File: config.mk
export PLATFORM = sky130hd
export DESIGN_NAME = mpi_bus_master
export DESIGN_NICKNAME = d
export VERILOG_FILES = /design/src/rtl/mpi_pkg.sv /design/src/rtl/mpi_sync2.sv /design/src/rtl/mpi_bus_master.sv
export SDC_FILE = /design/constraint.sdc
export NUM_CORES = 1
export LEC_CHECK = 0
export CORE_MARGIN = 2
export CORE_UTILIZATION = 30
export CTS_CLUSTER_DIAMETER = 100
export DETAILED_ROUTE_END_ITERATION = 10
export SYNTH_ARGS = -nofsm -noshare
export SYNTH_HDL_FRONTEND = slang
export SYNTH_SLANG_ARGS = --single-unit
File: constraint.sdc
create_clock -name clk -period 3.15 [get_ports clk]
set_clock_uncertainty 0.1 [all_clocks]
set_input_delay 0.63 -clock clk [delete_from_list [all_inputs] [get_ports clk]]
set_output_delay 0.63 -clock clk [all_outputs]
set_load 0.005 [all_outputs]
File: src/rtl/mpi_pkg.sv
// Shared types and constants for the MPI-bus master: state encoding and
// low-true bus level names.
package mpi_pkg;

    typedef enum logic [2:0] {
        S_IDLE    = 3'd0,
        S_ADDR    = 3'd1,
        S_SYNC    = 3'd2,
        S_DATA    = 3'd3,
        S_STROBE  = 3'd4,
        S_RELEASE = 3'd5,
        S_END     = 3'd6
    } state_t;

    localparam logic ACTIVE   = 1'b0;
    localparam logic INACTIVE = 1'b1;

    localparam int          DEFAULT_TIMEOUT = 64;
    localparam logic [15:0] AD_RELEASED     = 16'hFFFF;

endpackage

File: src/rtl/mpi_sync2.sv
// Two-flop synchronizer with asynchronous reset to a configurable level,
// used to bring the slave reply line into the clk domain.
module mpi_sync2 #(
    parameter logic RESET_VALUE = 1'b1
) (
    input  logic clk,
    input  logic rst,
    input  logic d,
    output logic q
);

    logic meta;

    always_ff @(posedge clk or posedge rst) begin
        if (rst) begin
            meta <= RESET_VALUE;
            q    <= RESET_VALUE;
        end else begin
            meta <= d;
            q    <= meta;
        end
    end

endmodule

File: src/rtl/mpi_bus_master.sv
// MPI-bus master sequencer: turns single-word requests into complete
// address/data/strobe/reply bus cycles with a reply timeout.
module mpi_bus_master
    import mpi_pkg::*;
#(
    parameter int TIMEOUT_CYCLES = DEFAULT_TIMEOUT,
    parameter int HOLD_CYCLES    = 1
) (
    input  logic        clk,
    input  logic        rst,
    input  logic        req_valid,
    output logic        req_ready,
    input  logic        req_write,
    input  logic        req_byte,
    input  logic [15:0] req_addr,
    input  logic [15:0] req_wdata,
    output logic        rsp_valid,
    output logic [15:0] rsp_rdata,
    output logic        rsp_timeout,
    input  logic [15:0] nAD_in,
    output logic [15:0] nAD_out,
    output logic        nAD_oe,
    output logic        nSYNC,
    output logic        nDIN,
    output logic        nDOUT,
    output logic        nWTBT,
    output logic        nBSY,
    input  logic        nRPLY
);

    localparam int TW = $clog2(TIMEOUT_CYCLES + 1);
    localparam int HW = $clog2(HOLD_CYCLES + 1);

    state_t        state;
    state_t        state_next;
    logic [TW-1:0] tcnt;
    logic [HW-1:0] hcnt;
    logic          rply_s;
    logic          hold_done;
    logic          t_expired;
    logic          accept;

    logic [15:0]   addr_q;
    logic [15:0]   wdata_q;
    logic          write_q;
    logic          byte_q;
    logic          flag_q;

    mpi_sync2 #(.RESET_VALUE(INACTIVE)) u_rply_sync (
        .clk (clk),
        .rst (rst),
        .d   (nRPLY),
        .q   (rply_s)
    );

    assign accept    = req_valid && (state == S_IDLE);
    assign hold_done = (hcnt == HW'(HOLD_CYCLES - 1));
    assign t_expired = (tcnt == TW'(TIMEOUT_CYCLES - 1));

    always_ff @(posedge clk or posedge rst) begin
        if (rst) begin
            state <= S_IDLE;
        end else begin
            state <= state_next;
        end
    end

    always_comb begin
        state_next = state;
        case (state)
            S_IDLE:    if (req_valid) state_next = S_ADDR;
            S_ADDR:    if (hold_done) state_next = S_SYNC;
            S_SYNC:    state_next = S_DATA;
            S_DATA:    if (hold_done) state_next = S_STROBE;
            S_STROBE:  if (!rply_s || t_expired) state_next = S_RELEASE;
            S_RELEASE: if (rply_s || t_expired) state_next = S_END;
            S_END:     state_next = S_IDLE;
            default:   state_next = S_IDLE;
        endcase
    end

    // Both counters restart on every state change; tcnt saturates instead of wrapping.
    always_ff @(posedge clk or posedge rst) begin
        if (rst) begin
            hcnt <= '0;
            tcnt <= '0;
        end else if (state_next != state) begin
            hcnt <= '0;
            tcnt <= '0;
        end else begin
            if (state == S_ADDR || state == S_DATA) hcnt <= hcnt + 1'b1;
            if (tcnt != TW'(TIMEOUT_CYCLES)) tcnt <= tcnt + 1'b1;
        end
    end

    always_ff @(posedge clk or posedge rst) begin
        if (rst) begin
            addr_q      <= '0;
            wdata_q     <= '0;
            write_q     <= 1'b0;
            byte_q      <= 1'b0;
            flag_q      <= 1'b0;
            rsp_valid   <= 1'b0;
            rsp_timeout <= 1'b0;
            rsp_rdata   <= '0;
        end else begin
            rsp_valid   <= (state == S_END);
            rsp_timeout <= (state == S_END) && flag_q;
            if (accept) begin
                addr_q  <= req_addr;
                wdata_q <= req_wdata;
                write_q <= req_write;
                byte_q  <= req_byte;
                flag_q  <= 1'b0;
            end
            if (state == S_STROBE) begin
                if (!rply_s) begin
                    if (!write_q) rsp_rdata <= ~nAD_in;
                end else if (t_expired) begin
                    flag_q    <= 1'b1;
                    rsp_rdata <= '0;
                end
            end
            if (state == S_RELEASE && !rply_s && t_expired) flag_q <= 1'b1;
        end
    end

    // Bus pins decode from state only, so an async reset releases them at once.
    always_comb begin
        req_ready = 1'b0;
        nAD_oe    = 1'b0;
        nAD_out   = AD_RELEASED;
        nSYNC     = INACTIVE;
        nDIN      = INACTIVE;
        nDOUT     = INACTIVE;
        nWTBT     = INACTIVE;
        nBSY      = INACTIVE;
        case (state)
            S_IDLE: req_ready = 1'b1;
            S_ADDR, S_SYNC: begin
                nBSY    = ACTIVE;
                nAD_oe  = 1'b1;
                nAD_out = ~addr_q;
                nWTBT   = ~write_q;
                if (state == S_SYNC) nSYNC = ACTIVE;
            end
            S_DATA, S_STROBE: begin
                nBSY  = ACTIVE;
                nSYNC = ACTIVE;
                if (write_q) begin
                    nAD_oe  = 1'b1;
                    nAD_out = ~wdata_q;
                    nWTBT   = ~byte_q;
                end
                if (state == S_STROBE) begin
                    if (write_q) nDOUT = ACTIVE;
                    else         nDIN  = ACTIVE;
                end
            end
            S_RELEASE: begin
                nBSY  = ACTIVE;
                nSYNC = ACTIVE;
            end
            default: ;
        endcase
    end

endmodule

# After elaboration in Yosys (flattened, before gate mapping)
# Index checks and enable logic that the tools add are counted.
dict set report word_totals {
  reg_bits 66
  input_bits 54
  output_inout_bits 41
  elab_cells 80
}
dict set report classes {
  add_sub_neg 2
  eq_ne 11
  n_mux 33
  bitwise 5
  reduce_logical 16
}
# cell count
set ops {}
lappend ops {{2-to-1 mux 16 bit} 4}
lappend ops {{NOT 16 bit} 3}
lappend ops {{case mux 16 bit (2 select lines)} 1}
lappend ops {{case mux 3 bit (6 select lines)} 1}
lappend ops {{2-to-1 mux 1 bit} 17}
lappend ops {{2-to-1 mux 3 bit} 5}
lappend ops {{2-to-1 mux 7 bit} 2}
lappend ops {{equality test 3 bit, second input constant} 3}
lappend ops {{adder 7 x 1 -> 7 bit, second input constant} 1}
lappend ops {{equality test 7 x 6 -> 1 bit, second input constant} 1}
lappend ops {{inequality test 7 bit, second input constant} 1}
lappend ops {{equality test 3 x 2 -> 1 bit, second input constant} 2}
lappend ops {{case mux 1 bit (2 select lines)} 3}
lappend ops {{OR reduction 5 bit} 1}
lappend ops {{logical AND 1 bit} 4}
lappend ops {{nonzero test 2 bit} 2}
lappend ops {{OR reduction 2 bit} 2}
lappend ops {{equality test 3 x 1 -> 1 bit, second input constant} 1}
lappend ops {{logical NOT 3 bit} 1}
lappend ops {{logical OR 1 bit} 3}
lappend ops {{inequality test 3 bit} 1}
lappend ops {{AND reduction 3 bit} 1}
lappend ops {{OR reduction 3 bit} 1}
lappend ops {{inequality test 2 x 1 -> 1 bit, second input constant} 1}
lappend ops {{other kinds (4)} 5}

# Depth between registers and ports, before layout
dict set report logic_depth {
  ltp_word 7
  ltp_mapped 7
}

# Hierarchy
# Synthesis repeated with hierarchy kept, for this count alone.
dict set report unflattened {
  cells_unflattened 266
  area_unflattened_um2 3088.0
}
# mod n_inst cells_each area_per_inst_um2 seq_area_each_um2
set modules_own_cells {}
lappend modules_own_cells {mpi_bus_master 1 263 3031.7 1601.5}
lappend modules_own_cells {mpi_sync2 1 3 56.3 52.6}

# Worst setup path before layout
# No wires, ideal clock.
dict set report synth_timing {
  kind {reg2out}
  start {reg state[2]}
  end {out nAD_out[10]}
  arrival_time_ns 1.475
  t_required_ns 2.420
  path_slack_ns 0.945
  path_stages_with_launch 7
  cell_sequence {dfrtp_1 nor3b_2 o21bai_2 nand2b_1 buf_2 buf_4 o211ai_1}
}
dict set report synth_between {
  elab_chain_len 3
}
# item line_no
set synth_lines {}
lappend synth_lines {{from (decl)} mpi_bus_master.sv:34} ;# state_t state;
lappend synth_lines {{from (signal assigned)} mpi_bus_master.sv:64} ;# state <= state_next;
lappend synth_lines {{equality test 3 x 2 -> 1 bit (tied with other cells)} mpi_bus_master.sv:138} ;# case (state)
lappend synth_lines {{OR reduction 2 bit} mpi_bus_master.sv:138}
lappend synth_lines {{case mux 16 bit (2 select lines) (*)} mpi_bus_master.sv:138}
lappend synth_lines {{to (decl)} mpi_bus_master.sv:21} ;# output logic [15:0] nAD_out,
# Mark *: on every way between the ends. The rest lies on a longest branch, timed or not.

# Worst setup path in the final report
dict set report layout_timing {
  start {reg state[0]}
  end {out nAD_out[1]}
}
# Same word-level chain as after synthesis.

==> impl_metrics.py <==
metrics = {
    "die": {
        "std_cell_rows": 37,
        "io_pins": 95,
        "fp.coreArea_um2": 10100,
        "floorplan.initialDensity_pct": 30.4,
        "dieWidth_um": 105,
        "fp.dieH_um": 105,
        "dieArea_um2": 11100,
    },
    "synthesis": {
        "synth_edf_count": 0,
        "yosysUniqueCellTypes": 44,
        "netlist.area_leader.share_pct": 51.9,
        "mappedNetlistArea_um2": 3080,
        "asyncSetResetFlopFracSynth_pct": 100,
        "synthesis.nets": 321,
        "synth_cells": 265,
        "seq_area_frac_synth_pct": 53.6,
        "post_synth.cell_area_avg_um2": 11.6,
        "synth.yosys.warnings": 0,
        "synth_largest_area_cell": "dfrtp_1",
        "ys_ff_latch": 66,
        "ys.flop_type": "dfrtp_1",
        "area_contributors_post_synth": "dfrtp_1 (52%), mux2_2 (12%), nand2_1 (5.1%), o2bb2ai_1 (4.5%), o211ai_1 (3.9%)",
    },
    "drt": {
        "drc": 0,
        "drt-initial-drc-count": 99,
        "detail-route-antenna-nets": 0,
        "routed_wl_mm": 7.52,
        "routed_via_density": 4.74,
        "wl_per_cell_um": 15.1,
        "dr_total_vias": 2363,
        "first_pass_iters": 4,
    },
    "setup_path": {
        "critPathMaxFanout": 18,
        "worst-path-buf-inv": 2,
        "path_delay_family": "buffers and inverters",
        "worstSetupEndpointType": "output port",
        "critical_path.startpoint_type": "register",
        "timing.critical_path.slowest_stage_cell": "clkdlybuf4s50_1",
        "path_cells": "nor3b_4 > o21bai_2 > buf_4 > nand2_1 > o211ai_1 > clkdlybuf4s50_1",
        "crit_arrival_ns": 2.30,
        "rrSetupSlack_ns": 0.96,
        "crit-reg2reg-capture": "rsp_rdata[9]",
        "criticalPathCategory": "register to output port",
        "worstRegToRegCells": 5,
        "startpoint_of_the_worst_register_to_register_path": "tcnt[0]",
        "worst_ep_required_time_ns": 2.42,
        "critPathMaxStageDelay_ns": 0.54,
    },
    "clocking": {
        "clk_pin_slew_worst_paths_ns": 0.07,
        "worst_skew_pair.late_latency_ns": 0.34,
        "cts-root-to-sink-buffers": 2,
        "cts_num_sinks": 66,
        "cts_resized": 1,
        "cts_inserted_buffers": 9,
        "cts_hold_repair.buffers": 0,
        "cts_max_level": 3,
        "clock_tree.root_cell": "clkbuf_8",
        "clock_tree_from_tritoncts": "done",
        "cts.repair_timing.setup_buffer_count": 0,
    },
    "timing": {
        "finalHoldWorstSlack_ns": 0.257,
        "final-setup-viol-count": 0,
        "worstMarginPinSlew_ns": 0.751,
        "final_period_minus_worst_setup_slack_ns": 3.03,
        "rsz0062_at_grt": "no",
        "report.final.slew_viol_count": 0,
        "maxSlewHeadroom_pct": 49.9,
        "setup_total_negative_slack_ns": 0,
        "layout_worst_path_cycle_share_pct": 96.1,
        "hold_viol": 0,
        "fmax_ghz": 0.330,
    },
    "global_route": {
        "grt-ovfl-total": 0,
        "grt_max_degree": 38,
        "first_global_vias": 2489,
        "initial_antenna_violation_count": 0,
        "groute.usage.overall_pct": 14.2,
        "global_route_wire_length_before_repair_mm": 12.4,
    },
    "worst_hold_path": {
        "holdCritPathClass": "register to register",
        "min_to": "u_rply_sync.q",
        "worstHoldStart": "u_rply_sync.meta",
        "min_path_cells": 0,
    },
    "power_and_ir_drop": {
        "totalPowerFinal_uw": 4520,
        "static_leak_uw": 0.00176,
        "vdd_drop_max_v": 0.000512,
        "power_density_nw_per_um2": 1030,
    },
    "placement": {
        "hpwlAfterDp_mm": 5.22,
        "place_area_um2": 4170,
        "gp_congestion": 0.811,
        "port-buffer-count": 94,
    },
    "job": {
        "timing.max_cap.violations": 0,
    },
    "final_layout": {
        "layout_common_cells": "clkdlybuf4s50_1 (94), dfrtp_1 (64), nand2_1 (42)",
        "seqCellArea_um2": 1650,
        "multiInputGateArea_um2": 1330,
        "final_layout_size_suffix_gt1_share_pct": 19.6,
        "layout-area-overhead-vs-synth_pct": 42.4,
        "fin_nets": 414,
        "final.fill_count": 970,
        "antenna_cells_inserted": 0,
        "most_common_cell_after_layout_fill_and_taps_aside": "clkdlybuf4s50_1",
        "finish.instance_area_um2": 4390,
    },
    "outcome": {
        "outcome": "finished clean",
    },
}
==> worst max path at each step <==
stage / from / endpoint / slack, ns / cells after the start
global placement: state[0] / nAD_out[4] / 0.26 / 5
global route: state[0] / nWTBT / 0.004 / 6
floorplan: rst / addr_q[0] / 0.77 / 1
detailed placement: state[0] / nAD_out[5] / 0.13 / 5
finish: state[0] / nAD_out[1] / 0.12 / 6
CTS: state[0] / nAD_out[5] / 0.02 / 5
==> where the power goes <==
part           internal [µW]  total (µW)  leakage [µW]  switching, µW
registers               1200        1440      0.000810            240
logic                   1380        2340      0.000843            965
clock network            374         732      0.000105            358
total                   2950        4520       0.00176           1560
==> state kept, by name (all words and copies together) (netlist names) <==
| name | count |
|---|---|
| tcnt | 7 |
| addr_q | 16 |
| hcnt | 1 |
| u_rply_sync.meta | 1 |
| u_rply_sync.q | 1 |
| wdata_q | 16 |
| byte_q | 1 |
| state | 3 |
| rsp_rdata | 16 |
| rsp_valid | 1 |
| flag_q | 1 |
| write_q | 1 |
| rsp_timeout | 1 |
==> cells in the mapped netlist (all sizes together), types with 3 or more instances <==
master	n
xnor2	5
nand2	42
dfrtp	64
o2bb2ai	16
buf	13
nand3	3
and2	3
nor3	11
clkbuf	6
a211oi	3
inv	6
mux2	34
nand2b	5
nor2	3
o211ai	16
xor2	5
==> per-stage QoR <==
step	setup slack (ns)	instances	util, %
floorplan	0.769	265	-
global placement	0.263	483	41.1
detailed placement	0.127	483	41.1
CTS	0.0187	499	43.1
global route	0.00375	499	43.3
finish	0.123	499	43.3
==> metal layers <==
metal,track usage (%),share of wire (%)
met1,18.4,46
met2,22.2,46
met3,4.27,5.4
met4,6.00,2.5
met5,0,0
==> worst reg2reg max path: cells and delay by family, from the launching register on <==
family | cells | cell delay, ns
and+or+nand+nor | 2 | 0.53
DFF | 1 | 0.44
AOI/OAI and AO/OA | 2 | 0.76
adders and majority gates | 1 | 0.27
==> logic make-up after synthesis <==
kind of cell               after synthesis  share of synthesized area (%)
and+or+nand+nor                         79                           12.9
DFF                                     66                           53.6
AOI/OAI and AO/OA                       48                           13.0
muxes                                   35                           12.7
buffers and inverters                   25                           4.10
xor gates and xnor gates                10                           2.84
adders and majority gates                2                          0.811
==> area by class of cell <==
class                      instances  share of cell area [%]
timing repair buffer             101                    23.2
clock inverter                     7                    1.77
sequential                        66                    37.7
inverter                           6                   0.513
clock buffer                       9                    2.82
multi-input combinational        174                    30.2
tap                              136                    3.87
Note: power is estimated with default switching activity, not from simulation.
